`config.mk`:
```
export PLATFORM = sky130hd
export DESIGN_NAME = cmd_dispatch
export DESIGN_NICKNAME = d
export VERILOG_FILES = /design/src/rtl/cmd_pkg.sv /design/src/rtl/cmd_wdog.sv /design/src/rtl/cmd_dispatch.sv
export SDC_FILE = /design/constraint.sdc
export NUM_CORES = 1
export LEC_CHECK = 0
export BUFFER_PORTS_ARGS = -buffer_cell sky130_fd_sc_hd__buf_2
export CORE_MARGIN = 1
export CORE_UTILIZATION = 30
export CTS_BUF_LIST = sky130_fd_sc_hd__clkbuf_2
export CTS_CLUSTER_DIAMETER = 40
export CTS_CLUSTER_SIZE = 25
export DETAILED_ROUTE_END_ITERATION = 10
export PLACE_DENSITY = 0.49
export SLEW_MARGIN = 5
export SYNTH_ARGS = -nofsm -noshare
export SYNTH_HDL_FRONTEND = slang
export SYNTH_SLANG_ARGS = --single-unit
```
`constraint.sdc`:
```
create_clock -name clk -period 3.6 [get_ports clk]
set_clock_uncertainty 0.1 [all_clocks]
set_input_delay 0.18 -clock clk [delete_from_list [all_inputs] [get_ports clk]]
set_output_delay 0.18 -clock clk [all_outputs]
set_load 0.05 [all_outputs]
```
`src/rtl/cmd_pkg.sv`:
```
// Shared opcode, response and state definitions for the flight command dispatcher.
package cmd_pkg;

  typedef enum logic [7:0] {
    OP_SET_PTCH  = 8'h02,
    OP_SET_ROLL  = 8'h03,
    OP_SET_YAW   = 8'h04,
    OP_SET_THRST = 8'h05,
    OP_CALIBRATE = 8'h06,
    OP_EMER_LAND = 8'h07,
    OP_MTRS_OFF  = 8'h08
  } opcode_e;

  localparam logic [7:0] ACK = 8'hA5;
  localparam logic [7:0] NAK = 8'hEE;

  typedef enum logic [1:0] {
    IDLE,
    CAL_WAIT,
    SEND,
    WAIT_SENT
  } state_e;

  function automatic logic [7:0] resp_for(input logic [7:0] op);
    logic [7:0] r;
    case (op)
      OP_SET_PTCH, OP_SET_ROLL, OP_SET_YAW, OP_SET_THRST,
      OP_CALIBRATE, OP_EMER_LAND, OP_MTRS_OFF: r = ACK;
      default:                                 r = NAK;
    endcase
    return r;
  endfunction

endpackage

```
`src/rtl/cmd_wdog.sv`:
```
// Link-loss watchdog: counts cycles since the last accepted command and pulses
// expire on the cycle whose edge would bring the count to WDOG_CYCLES.
module cmd_wdog #(
  parameter int WDOG_CYCLES = 4_000_000,
  parameter int WDOG_W      = 23
) (
  input  logic clk,
  input  logic rst,
  input  logic kick,
  output logic expire
);

  localparam logic [WDOG_W-1:0] LAST = WDOG_W'(WDOG_CYCLES - 1);

  logic [WDOG_W-1:0] cnt_q, cnt_d;

  // A kick in the expiry cycle suppresses the expiry: the command wins.
  assign expire = (cnt_q == LAST) && !kick;

  always_comb begin
    cnt_d = cnt_q + WDOG_W'(1);
    if (kick || expire) cnt_d = '0;
  end

  always_ff @(posedge clk or posedge rst) begin
    if (rst) cnt_q <= '0;
    else     cnt_q <= cnt_d;
  end

endmodule

```
`src/rtl/cmd_dispatch.sv`:
```
// Command processor: accepts framed commands, updates flight setpoints,
// sequences calibration, returns ACK/NAK and enforces the link-loss watchdog.
module cmd_dispatch
  import cmd_pkg::*;
#(
  parameter int WDOG_CYCLES = 4_000_000,
  parameter int WDOG_W      = 23
) (
  input  logic               clk,
  input  logic               rst,
  input  logic               cmd_rdy,
  input  logic [7:0]         cmd,
  input  logic [15:0]        data,
  input  logic               resp_sent,
  input  logic               cal_done,
  output logic               clr_cmd_rdy,
  output logic               snd_resp,
  output logic [7:0]         resp,
  output logic signed [15:0] d_ptch,
  output logic signed [15:0] d_roll,
  output logic signed [15:0] d_yaw,
  output logic [8:0]         thrst,
  output logic               motors_off,
  output logic               strt_cal,
  output logic               inertial_cal
);

  state_e             state_q;
  logic [7:0]         resp_q;
  logic signed [15:0] d_ptch_q, d_roll_q, d_yaw_q;
  logic [8:0]         thrst_q;
  logic               motors_off_q, strt_cal_q, inertial_cal_q;
  logic               accept, expire;

  assign accept      = (state_q == IDLE) && cmd_rdy;
  assign clr_cmd_rdy = accept;
  assign snd_resp    = (state_q == SEND);

  cmd_wdog #(
    .WDOG_CYCLES(WDOG_CYCLES),
    .WDOG_W     (WDOG_W)
  ) u_wdog (
    .clk   (clk),
    .rst   (rst),
    .kick  (accept),
    .expire(expire)
  );

  always_ff @(posedge clk or posedge rst) begin
    if (rst) begin
      state_q        <= IDLE;
      resp_q         <= '0;
      d_ptch_q       <= '0;
      d_roll_q       <= '0;
      d_yaw_q        <= '0;
      thrst_q        <= '0;
      motors_off_q   <= 1'b1;
      strt_cal_q     <= 1'b0;
      inertial_cal_q <= 1'b0;
    end else begin
      strt_cal_q <= 1'b0;

      // Expiry never coincides with an accept, so the decode below cannot collide with it.
      if (expire) begin
        d_ptch_q <= '0;
        d_roll_q <= '0;
        d_yaw_q  <= '0;
        thrst_q  <= '0;
      end

      case (state_q)
        IDLE: begin
          if (cmd_rdy) begin
            resp_q  <= resp_for(cmd);
            state_q <= SEND;
            case (cmd)
              OP_SET_PTCH:  d_ptch_q <= $signed(data);
              OP_SET_ROLL:  d_roll_q <= $signed(data);
              OP_SET_YAW:   d_yaw_q  <= $signed(data);
              OP_SET_THRST: thrst_q  <= data[8:0];
              OP_CALIBRATE: begin
                motors_off_q   <= 1'b0;
                inertial_cal_q <= 1'b1;
                strt_cal_q     <= 1'b1;
                state_q        <= CAL_WAIT;
              end
              OP_EMER_LAND: begin
                d_ptch_q <= '0;
                d_roll_q <= '0;
                d_yaw_q  <= '0;
                thrst_q  <= '0;
              end
              OP_MTRS_OFF:  motors_off_q <= 1'b1;
              default: ;
            endcase
          end
        end
        CAL_WAIT: begin
          if (cal_done) begin
            inertial_cal_q <= 1'b0;
            state_q        <= SEND;
          end
        end
        // resp_sent is not looked at here: the transmitter's done flag is stale until trmt lands.
        SEND:      state_q <= WAIT_SENT;
        WAIT_SENT: if (resp_sent) state_q <= IDLE;
        default:   state_q <= IDLE;
      endcase
    end
  end

  assign resp         = resp_q;
  assign d_ptch       = d_ptch_q;
  assign d_roll       = d_roll_q;
  assign d_yaw        = d_yaw_q;
  assign thrst        = thrst_q;
  assign motors_off   = motors_off_q;
  assign strt_cal     = strt_cal_q;
  assign inertial_cal = inertial_cal_q;

endmodule

```
After elaboration in Yosys (flattened, before gate mapping)
Cells that the tools add are included.
{"block": "classes", "muxes": 31, "n_eq_ne": 15, "n_addsub": 1, "n_reduce_logical": 12}
{"op": "2-to-1 mux 16 bit", "n": 9}
{"op": "one-hot mux 16 bit (2 select lines)", "n": 3}
{"op": "== test 8 x 3 -> 1 bit (second input constant)", "n": 4}
{"op": "2-to-1 mux 9 bit", "n": 3}
{"op": "adder 23 x 1 -> 23 bit (second input constant)", "n": 1}
{"op": "== test 23 x 22 -> 1 bit (second input constant)", "n": 1}
{"op": "2-to-1 mux 23 bit", "n": 1}
{"op": "one-hot mux 9 bit (2 select lines)", "n": 1}
{"op": "== test 8 x 2 -> 1 bit (second input constant)", "n": 2}
{"op": "== test 8 x 4 -> 1 bit (second input constant)", "n": 1}
{"op": "2-to-1 mux 2 bit", "n": 4}
{"op": "one-hot mux 2 bit (4 select lines)", "n": 1}
{"op": "2-to-1 mux 7 bit", "n": 1}
{"op": "OR reduction 7 bit", "n": 1}
{"op": "2-to-1 mux 1 bit", "n": 6}
{"op": "inequality test 2 bit (second input constant)", "n": 3}
{"op": "AND reduction 3 bit", "n": 2}
{"op": "== test 2 bit (second input constant)", "n": 2}
{"op": "one-hot mux 1 bit (2 select lines)", "n": 2}
{"op": "AND reduction 4 bit", "n": 1}
{"op": "nonzero test 2 bit", "n": 2}
{"op": "== test 2 x 1 -> 1 bit (second input constant)", "n": 1}
{"op": "logical AND 1 bit", "n": 2}
{"op": "zero test 2 bit", "n": 1}
{"op": "other kinds (4)", "n": 4}
{"block": "totals", "register_bits": 93, "inputBits": 29, "wordCells": 69}

Longest topological paths before layout
Gate-level depths: netlist (run 1).
{"block": "depth", "word_depth": 8, "mapped_depth": 9}

Cells and area by module
From an unflattened synthesis (run 1), not the netlist that was laid out.
{"block": "unflattened", "cells_unflattened": 331, "area_unflattened_um2": 3998.8}
{"module": "cmd_dispatch", "area_per_inst_um2": 2802.7, "n_inst": 1, "cells_per_inst": 201, "seq_area_each_um2": 1627.8}
{"module": "cmd_wdog", "area_per_inst_um2": 1196.1, "n_inst": 1, "cells_per_inst": 130, "seq_area_each_um2": 575.6}

Least setup slack after synthesis (run 1)
OpenSTA, ideal clock, no wires.
{"block": "synth_timing", "path_type": "reg2reg", "start": "reg state_q[0]", "end": "reg resp_q[6], in the netlist resp[6]", "arrival_time_ns": 1.983, "synth_period_minus_slack_ns": 2.203, "stages_incl_launch_ff": 8, "setup_time_ns": 0.120, "path_slack_ns": 1.397, "t_required_ns": 3.380, "cell_sequence": "dfrtp_1 -> inv_1 -> ha_1 -> nand2_1 -> clkinv_1 -> clkbuf_1 -> o211ai_1 -> o21a_1"}
{"block": "synth_between", "elab_chain_cells": 2}
{"item": "start: declaration", "line_no": "cmd_dispatch.sv:28", "text": "state_e state_q;"}
{"item": "start signal: assignment", "line_no": "cmd_dispatch.sv:51", "text": "state_q <= IDLE;"}
{"item": "start signal: assignment", "line_no": "cmd_dispatch.sv:75", "text": "state_q <= SEND;"}
{"item": "start signal: assignment", "line_no": "cmd_dispatch.sv:85", "text": "state_q <= CAL_WAIT;"}
{"item": "zero test 2 bit", "line_no": "cmd_dispatch.sv:71", "text": "case (state_q)"}
{"item": "AND reduction 2 bit (no line)"}
{"item": "end signal: assignment", "line_no": "cmd_dispatch.sv:74", "text": "resp_q <= resp_for(cmd);"}
{"item": "end: declaration", "line_no": "cmd_dispatch.sv:29", "text": "logic [7:0] resp_q;"}
Every way passes these cells.
A chain may end at the register's enable or synchronous reset.

Worst setup path in the final report (run 1)
{"block": "layout_timing", "start": "reg state_q[0]", "end": "reg thrst_q[8], in the netlist thrst[8]"}
{"block": "layout_between", "elab_chain_cells": 8}
{"item": "zero test 2 bit *", "line_no": "cmd_dispatch.sv:35, cmd_dispatch.sv:71"}
{"item": "logical AND 1 bit", "line_no": "cmd_dispatch.sv:35", "text": "assign accept = (state_q == IDLE) && cmd_rdy;"}
{"item": "zero test 1 bit", "line_no": "cmd_wdog.sv:18", "text": "assign expire = (cnt_q == LAST) && !kick;"}
{"item": "logical AND 1 bit", "line_no": "cmd_wdog.sv:18"}
{"item": "2-to-1 mux 9 bit", "line_no": "cmd_dispatch.sv:64", "text": "if (expire) begin"}
{"item": "one-hot mux 9 bit (2 select lines)", "line_no": "cmd_dispatch.sv:76", "text": "case (cmd)"}
{"item": "2-to-1 mux 9 bit", "line_no": "cmd_dispatch.sv:73", "text": "if (cmd_rdy) begin"}
{"item": "2-to-1 mux 9 bit *", "line_no": "cmd_dispatch.sv:71"}
{"item": "end signal: assignment", "line_no": "cmd_dispatch.sv:80", "text": "OP_SET_THRST: thrst_q <= data[8:0];"}
{"item": "end: declaration", "line_no": "cmd_dispatch.sv:31", "text": "logic [8:0] thrst_q;"}
Every way passes the cells marked *; elsewhere a longest branch is shown, timed or not.

==> results of run 1 <==
[power breakdown]
part | switching, mW | internal [mW] | leakage, nW | total (mW)
Combinational | 0.373 | 0.183 | 1.25 | 0.557
Sequential | 0.0628 | 1.06 | 1.20 | 1.12
Clock | 0.352 | 0.159 | 0.0693 | 0.512
[sequential cells by signal (all words and copies together) (netlist names)]
name          flops
resp              3
motors_off        1
u_wdog.cnt_q     23
d_ptch           16
state_q           2
d_roll           16
strt_cal          1
inertial_cal      1
thrst             9
d_yaw            16
[metal layers]
layer  up-vias  global-route usage [%]
met2        75                    25.5
li1       1632                       -
met5         -                       0
met1      1698                    22.1
met4         0                    5.93
met3        13                    5.08
[final cells by class]
cell class              instances  area (um2)
clock buffers                  10        50.0
well taps                     176         220
clock inverters                 6        60.1
inverters                      11        42.5
fillers                      1360        8150
repair buffers                136         868
multi-input cells             267        1710
flip-flops and latches         88        2200
[stage by stage]
stage | util [%] | std cells
2_1_floorplan | - | 395
3_3_place_gp | 35.2 | 642
3_5_place_dp | 35.2 | 642
4_1_cts | 38.7 | 694
5_1_grt | 38.7 | 694
6_report | 38.7 | 694
[layout by cell type (no fill, tap or decap), types with 4 or more instances in the layout]
| cell type | count |
|---|---|
| sky130_fd_sc_hd__a21oi_1 | 25 |
| sky130_fd_sc_hd__nor4b_1 | 4 |
| sky130_fd_sc_hd__clkbuf_2 | 10 |
| sky130_fd_sc_hd__nand4_1 | 8 |
| sky130_fd_sc_hd__nand3_1 | 7 |
| sky130_fd_sc_hd__xnor2_1 | 12 |
| sky130_fd_sc_hd__buf_2 | 97 |
| sky130_fd_sc_hd__mux2i_1 | 4 |
| sky130_fd_sc_hd__dfrtp_1 | 87 |
| sky130_fd_sc_hd__nor2_1 | 58 |
| sky130_fd_sc_hd__dlygate4sd3_1 | 36 |
| sky130_fd_sc_hd__ha_1 | 6 |
| sky130_fd_sc_hd__nor4_1 | 8 |
| sky130_fd_sc_hd__a22oi_1 | 32 |
| sky130_fd_sc_hd__o2bb2ai_1 | 9 |
| sky130_fd_sc_hd__inv_1 | 9 |
| sky130_fd_sc_hd__nand2_1 | 35 |
| sky130_fd_sc_hd__or3b_1 | 13 |
[cell families after synthesis]
| family | synth area share, % |
|---|---|
| xor gates and xnor gates | 3.19 |
| and+or+nand+nor | 22.1 |
| DFF | 53.6 |
| other | 0.0912 |
| adders and majority gates | 1.82 |
| muxes | 1.25 |
| AOI/OAI and AO/OA | 13.0 |
| buffers and inverters | 4.99 |
[worst max-delay path: cells and delay by family, from the launching register on]
family | cells | cell delay (ns)
AOI/OAI and AO/OA | 1 | 0.12
adders and majority gates | 1 | 0.25
buffers and inverters | 3 | 1.09
DFF | 1 | 0.44
and+or+nand+nor | 2 | 0.86
[path summary, 6_finish.rpt]
kind                                      start              end  slack, ns  cells after the start
worst max-delay path                 state_q[0]         thrst[8]       0.66                      7
worst min-delay path                     cmd[2]       d_roll[13]       0.05                      3
worst max register to register       state_q[0]         thrst[8]       0.66                      7
worst min register to register  u_wdog.cnt_q[0]  u_wdog.cnt_q[0]       0.37                      1
max in group asynchronous                   rst       state_q[0]       2.50                      4
min in group asynchronous                   rst         d_yaw[9]       0.09                      3
==> results.md, run 1 <==
- The pre-CTS setup slack is 0.969 ns.
- The first global-routing pass estimated 18.4 mm of wire.
- In this run the post-CTS setup repair buffer count came out at 0.
- The required time of the critical path is 4.02 ns.
- Clock tree synthesis inserted a total of 9 buffers.
- IR analysis of the VDD net gives a maximum drop of 172 uV.
- The number of hold violations in the final report is 0.
- In this run, post-CTS hold repair placed 36 buffers.
- Detailed routing placed a total of 5.13 mm of wire on met2.
- For this run, the number of Yosys warnings is 0.
- The largest fanout on the critical path is 16.
- For the worst-skew pair, the clock arrives at the later sink with an insertion delay of 0.60 ns.
- The number of rows created at floorplan is 42.
- The count of maximum capacitance violations is 0.
- For this run, the top clock speed supported by timing is 0.340 GHz.
- Sequential elements use 53.6% of the synthesized area.
- The fraction of layout instances using a drive strength above 1 is 24.9%.
- Synthesis inferred 88 register bits.
- The via count normalized by instance count is 4.93.
- The final net count is 548.
- Dividing total power by cell area gives a power density of 426 mW/mm2.
- Measured along the y axis, the die boundary spans 119 um.
- Across all setup checks in the final design, the least slack found is 0.655 ns.
- The max-slew headroom at the worst pin is 48.4%.
- After synthesis, the cell types taking the most area are sky130_fd_sc_hd__dfrtp_1 (53%), sky130_fd_sc_hd__a22oi_1 (5.8%), sky130_fd_sc_hd__nor2_1 (5.3%), sky130_fd_sc_hd__nand2_1 (3.2%), sky130_fd_sc_hd__a21oi_1 (3.0%).
- Of the post-synthesis cell area, the dominant cell type holds 52.9%.
- The via count of the first global-routing pass is 3485.
- Summed over all cells, the static leakage comes to 2.51 nW.
- For this block, the via count after detailed routing is 3418.
- The critical path is of the register to register type.
- The distinct cell type count of the synthesized netlist is 49.
- sky130_fd_sc_hd__dfrtp_1 takes more of the synthesized area than any other cell.
- After detailed placement, the total cell area comes to 0.00468 mm2.
- The slew of the pin with the lowest slew margin is 0.771 ns.
- In this run the clock root is driven by a sky130_fd_sc_hd__clkbuf_2.
- The count of nets left with antenna violations once routing finished came out at 0.
- Total power for the finished layout comes to 2.19 mW.
- The CTS tree is yes.
- The data arrival time of the critical path is 3.36 ns.
- The largest stage delay on the critical path is 0.67 ns.
- The core region is 0.0133 mm2.
- The routed length per placed instance is 15.7 um.
- The summed instance area of the synthesized netlist is 0.00411 mm2.
- Sorting the synthesized cells by how often they occur yields sky130_fd_sc_hd__dfrtp_1 (87), sky130_fd_sc_hd__nor2_1 (58), sky130_fd_sc_hd__nand2_1 (35).
- Counting along the longest clock path gives a buffer depth of 2.
- The initial antenna violation count came to 0.
- Compared with the post-synthesis result, the final layout area differs by 25.2%.
- The slowest stage of the critical path is the sky130_fd_sc_hd__nor3_2 cell.
- The number of remaining DRC errors is 0.
- After clock tree synthesis, the clock-pin slew on the worst setup and hold paths is 0.25 ns.
- The leading register cell type out of synthesis is sky130_fd_sc_hd__dfrtp_1.
- Summed over all nets, the half-perimeter wirelength after detailed placement is 7.49 mm.
- The final count of negative-setup-slack endpoints is 0.
- The run finished with clean final reports.
- After detailed routing, the wire length on met1 is 5.09 mm.
- The detailed router used layers up to and including met4.
- The synthesized design contains 0 enable-type register cells.
- Detailed routing placed a total of 526 um of wire on met3.
- The class of the worst hold path is input pin to register.
- The H-tree generated during clock tree synthesis spans 3 levels.
- The number of max-slew violations in the final report is 0.
- The final setup TNS is 0 ns.
- The worst slack on hold paths is 0.0538 ns.
- Dividing the final minimum period by the clock period gives 81.8%.
- Setup repair after global routing left no endpoint under its margin.
- The die span in x is 119 um.
- Pin placement for this block handled 99 I/O pins.
- The synthesized area divided by synthesized cell count is 10.4 um2.
- The number of nets in the synthesized netlist is 430.
- Traced cell by cell, the critical path runs through inv_1 > ha_1 > nand2_1 > clkinv_1 > nor3_2 > o2bb2ai_1 > dlygate4sd3_1.
- Port buffering added 97 buffers.
- The post-route cell area is 0.00515 mm2.
- 0 antenna diodes ended up in the layout.
- The all-layer global routing usage is 16.6%.
- The shortest clock period the worst path allows after layout is 2.94 ns.
- The kind of end point of the critical path is a register.
- For this configuration, the core starts out at a cell density of 30.9%.
- Counting flops with an async set or reset pin after synthesis yields a share of 100%.
- The total iterations of the first detailed-routing run is 4.
- The final RePlAce weighted congestion is 0.769.
- Entering global routing, the biggest net connects 49 pins.
- Summed over all layers, the global routing overflow is 0.
- After clock tree synthesis, the repair step resized 0 gates.
- The die covers 0.0142 mm2.
- The most frequently used cell type in the post-synthesis netlist is sky130_fd_sc_hd__dfrtp_1.
- The clock net in this run drives a total of 88 sinks.
- After detailed routing, the total wire length is 10.9 mm.
- The number of DRC markers in iteration 0 is 120.
- The startpoint kind of the worst setup timing path is a register.
- The synthesized netlist cell count is 395.
No activity file was read; power rests on OpenSTA's default activity.
==> run 2: changes to the inputs <==
--- a/config.mk
+++ b/config.mk
@@ -5,6 +5,7 @@
 export SDC_FILE = /design/constraint.sdc
 export NUM_CORES = 1
 export LEC_CHECK = 0
+export ABC_AREA = 1
 export BUFFER_PORTS_ARGS = -buffer_cell sky130_fd_sc_hd__buf_2
 export CORE_MARGIN = 1
 export CORE_UTILIZATION = 30
@@ -12,7 +13,7 @@
 export CTS_CLUSTER_DIAMETER = 40
 export CTS_CLUSTER_SIZE = 25
 export DETAILED_ROUTE_END_ITERATION = 10
-export PLACE_DENSITY = 0.49
+export PLACE_DENSITY = 0.5
 export SLEW_MARGIN = 5
 export SYNTH_ARGS = -nofsm -noshare
 export SYNTH_HDL_FRONTEND = slang
==> constraint.sdc (replaced) <==
create_clock -name clk -period 2.64 [get_ports clk]
set_clock_uncertainty 0.1 [all_clocks]
set_input_delay 0.132 -clock clk [delete_from_list [all_inputs] [get_ports clk]]
set_output_delay 0.132 -clock clk [all_outputs]
set_load 0.05 [all_outputs]
==> run 2 against run 1 <==
Non-clock buffer count rose by 1; register-to-register slack lost 0.15 ns; final area increased by 4.9%; largest power group unchanged; via count rose by 12%; setup slack got worse by 0.50 ns; critical path type is now input pin to register.
==> results.md, run 2 <==
- The final setup TNS is 0 ns (unchanged).
- The register clock-pin slew on the reported worst setup and hold paths is 0.25 ns (about the same).
- The area enclosed by the die boundary came to 0.0148 mm2 (+4.0%).
- The number of cells on the worst hold path is 6 (+3).
- By startpoint and endpoint, the worst setup path is classified as input pin to register.
- The post-CTS repair timing setup buffer count is 0 (unchanged).
- The number of remaining DRC errors is 0 (unchanged).
- The most frequently used cell type in the post-synthesis netlist is sky130_fd_sc_hd__nand2_1.
- The via count normalized by instance count is 4.37 (-11%).
- The peak ir drop on the vdd network is 641 uV (+270%).
- The count of state elements after synthesis is 88 (unchanged).
- The number of max-slew violations in the final report was 0 (unchanged).
- The vertical die dimension was 121 um (+2.0%).
- The highest clock rate is 0.403 GHz.
- The commonest non-fill, non-tap cell in the layout is sky130_fd_sc_hd__nand2_1.
- The sequential cell fraction of total power came to 48.7% (-2.6 points).
- The net count after synthesis came to 588 (+37%).
- The final RePlAce weighted congestion is 0.858 (+12%).
- Ranked by total cell area, the synthesized netlist is headed by sky130_fd_sc_hd__dfrtp_1 (51%), sky130_fd_sc_hd__nand2_1 (20%), sky130_fd_sc_hd__nor2_1 (6.9%), sky130_fd_sc_hd__inv_1 (4.6%), sky130_fd_sc_hd__nand2_2 (3.2%).
- The count of maximum capacitance violations is 0 (unchanged).
- The launching point of the worst reg2reg path is state_q[0].
- The total number of clock tree sinks came to 88 (unchanged).
- The power share of the combinational group came to 32.0% (+6.6 points).
- TritonCTS built the clock tree.
- Summed over all instances, the cell type with the most area after synthesis is sky130_fd_sc_hd__dfrtp_1.
- The cell depth of the worst flop-to-flop path is 8 (+1).
- The share of total power consumed by net switching came to 40.8% (+4.9 points).
- The number of rows created at floorplan came to 43 (+2.4%).
- The flow ran to the end, and the final reports show no timing, DRC or antenna violations.
- The placed wire-length estimate came to 8.08 mm (+7.9%).
- The final count of negative-setup-slack endpoints is 0 (unchanged).
- The total iterations of the first detailed-routing run is 6 (+2).
- The startpoint kind of the worst setup timing path is an input pin.
- The multi-input logic area was 0.00177 mm2 (+3.7%).
- The remaining global-route overflow is 0 (unchanged).
- The die span in x was 121 um (+2.0%).
- The design internal power is 1.84 mW (+31%).
- The clock insertion delay at the later pin of the skew report is 0.56 ns (-0.04 ns).
- The via count of the first global-routing pass was 3707 (+6.4%).
- The summed instance area of the synthesized netlist is 0.00428 mm2 (+4.1%).
- The sequential cell area fraction in the yosys report is 51.4% (-2.1 points).
- STA classifies the critical path endpoint as a register.
- The number of flip-flops under the largest register name is 23 (unchanged).
- The CTS buffer count was 9 (unchanged).
- The min-delay analysis places its worst path in the category input pin to register.
- The share of total power in the clock network is 19.3% (-4.1 points).
- The first-pass GRT wire length is 18.6 mm (+0.82%).
- The effective utilization at floorplan is 30.9% (-0.088 points).
- After layout, the worst path uses 94.1% of the clock period.
- The leading register cell type out of synthesis is sky130_fd_sc_hd__dfrtp_1.
- The endpoint identified for the worst register-to-register timing path is d_yaw[9].
- The number of H-tree levels is 3 (unchanged).
- The largest fanout on the critical path is 9 (-7).
- The maximum buffer depth of the clock tree is 2 (unchanged).
- The area added between synthesis and finish is 26.1%.
- The synthesized netlist cell count came to 553 (+40%).
- The total number of vias was 3812 (+12%).
- The synthesized area divided by synthesized cell count was 7.74 um2 (-26%).
- The number of buffers inserted by port buffering is 97 (unchanged).
- The switching power is 1.27 mW (+61%).
- The shortest clock period the worst path allows after layout is 2.48 ns.
- The slew of the pin with the lowest slew margin is 0.627 ns (-0.144 ns).
- The number of DRC markers in iteration 0 is 144 (+20%).
- The worst hold path begins at data[13].
- The routed length per placed instance is 13.0 um (-17%).
- The fraction of layout instances using a drive strength above 1 was 22.3% (-2.6 points).
- The fill cell instance count of the final layout was 1480 (+8.8%).
- The floorplan core area is 0.0139 mm2 (+4.4%).
- The data arrival time of the critical path was 2.87 ns (-0.49 ns).
- The leakage component of the power is 3.04 nW (+21%).
- The total power density per cell area is 575 mW/mm2 (+35%).
- The reg2reg setup slack came to 0.51 ns (-0.15 ns).
- The final net count was 721 (+32%).
- The post-route antenna net violation count is 0 (unchanged).
- The total I/O pin count was 99 (unchanged).
- The max-slew headroom at the worst pin is 58.1% (+9.7 points).
- The number of flops mapped to enable cells by yosys is 0 (unchanged).
- The root cell of the clock tree is sky130_fd_sc_hd__clkbuf_2.
- Setup repair after global routing left no endpoint under its margin.
- Ranked by flip-flop count, first place goes to u_wdog.cnt_q.
- The number of warning messages in the yosys log is 0 (unchanged).
- The async set-or-reset flop fraction in the synthesized netlist is 100% (unchanged).
- The total power after layout is 3.11 mW (+42%).
- The all-layer global routing usage came to 16.6% (-0.021 points).
- The required time of the critical path is 3.02 ns (-1.00 ns).
- The largest net degree at the start of global routing came to 58 (+18%).
- Leaving out fill and tap cells, the most frequent cells in the layout are sky130_fd_sc_hd__nand2_1 (230), sky130_fd_sc_hd__buf_2 (97), sky130_fd_sc_hd__dfrtp_1 (87).
- The commonest cells after synthesis are sky130_fd_sc_hd__nand2_1 (230), sky130_fd_sc_hd__dfrtp_1 (87), sky130_fd_sc_hd__nor2_1 (79).
- The routed wire length was 11.4 mm (+4.0%).
- The distinct cell type count of the synthesized netlist is 31 (-37%).
- The initial antenna violation count was 1 (+1).
- The number of hold violations in the final report came to 0 (unchanged).
- The top cell type's share of synthesized area is 50.8% (-2.1 points).
- The sequential cell area came to 0.00220 mm2 (unchanged).
- The end of the worst hold path is d_ptch[13].
[run 2: worst max path at each step]
stage | startpoint | endpoint | slack [ns] | depth (start not counted)
after floorplan | rst | d_ptch[0] | 0.13 | 1
after global placement | state_q[0] | d_roll[2] | 0.69 | 8
after detailed placement | state_q[0] | d_roll[1] | 0.64 | 8
after CTS | cmd[4] | thrst[0] | 0.11 | 11
after global routing | cmd[5] | thrst[0] | 0.05 | 11
final | cmd[4] | thrst[7] | 0.16 | 12
[run 2: layout make-up]
class / instances / area share (%)
diodes: 1 / 0.0463
inverters: 58 / 4.05
multi-input cells: 392 / 32.7
repair buffers: 137 / 16.5
clock buffers: 11 / 1.02
well taps: 180 / 4.17
flip-flops and latches: 88 / 40.8
clock inverters: 5 / 0.626
[run 2: repair_timing]
action,CTS,global route
resized for setup,0,2
hold endpoints to repair,152,0
setup endpoints to repair,0,9
hold buffers,38,0
[run 2: per-stage QoR]
stage               utilization, %  instance area, um2  cells  worst slack (ns)  hold WS, ns
floorplan                        -                4280    553             0.131        0.224
global placement              35.4                4920    817             0.693        0.127
detailed placement            35.4                4920    817             0.639        0.131
CTS                           38.8                5390    871             0.107        0.261
global route                  38.9                5400    872            0.0508        0.277
finish                        38.9                5400    872             0.157        0.312
[run 2: power by group through the flow]
stage	Sequential, mW	Combinational [mW]	Clock [mW]
6_report	1.51	0.992	0.599
5_1_grt	1.53	1.10	0.691
4_1_cts	1.51	1.01	0.635
3_5_place_dp	1.54	0.966	0
3_3_place_gp	1.53	0.953	0
2_1_floorplan	1.65	0.658	0
[run 2: routing by layer]
| layer | up-vias | global-route usage, % | wire, um |
|---|---|---|---|
| met5 | - | 0 | 0 |
| met4 | 0 | 8.02 | 259 |
| met3 | 19 | 3.05 | 425 |
| met2 | 71 | 25.5 | 5320 |
| met1 | 1803 | 22.4 | 5360 |
| li1 | 1919 | - | - |
[run 2: worst max-delay path, stage by stage]
cell	delay [ns]
sky130_fd_sc_hd__dlygate4sd3_1	0.53
sky130_fd_sc_hd__buf_2	0.12
sky130_fd_sc_hd__inv_1	0.06
sky130_fd_sc_hd__nand2_1	0.06
sky130_fd_sc_hd__dlygate4sd3_1	0.61
sky130_fd_sc_hd__nor2_4	0.17
sky130_fd_sc_hd__dlygate4sd3_1	0.62
sky130_fd_sc_hd__nand3_1	0.15
sky130_fd_sc_hd__nand2_1	0.11
sky130_fd_sc_hd__nand2_2	0.14
sky130_fd_sc_hd__nand2_1	0.10
sky130_fd_sc_hd__nand2_1	0.05
[run 2: logic make-up (layout without fill, tap and decap cells)]
kind of cell	count (synthesis)	in the layout	synth area share (%)
adder cells (fa/ha/maj)	6	6	1.75
flip-flops	88	88	51.4
buffers and inverters	73	211	7.51
AND/OR/NAND/NOR	365	365	35.7
XOR/XNOR	12	12	2.45
other	1	2	0.0876
AO/OA/AOI/OAI	8	8	1.08
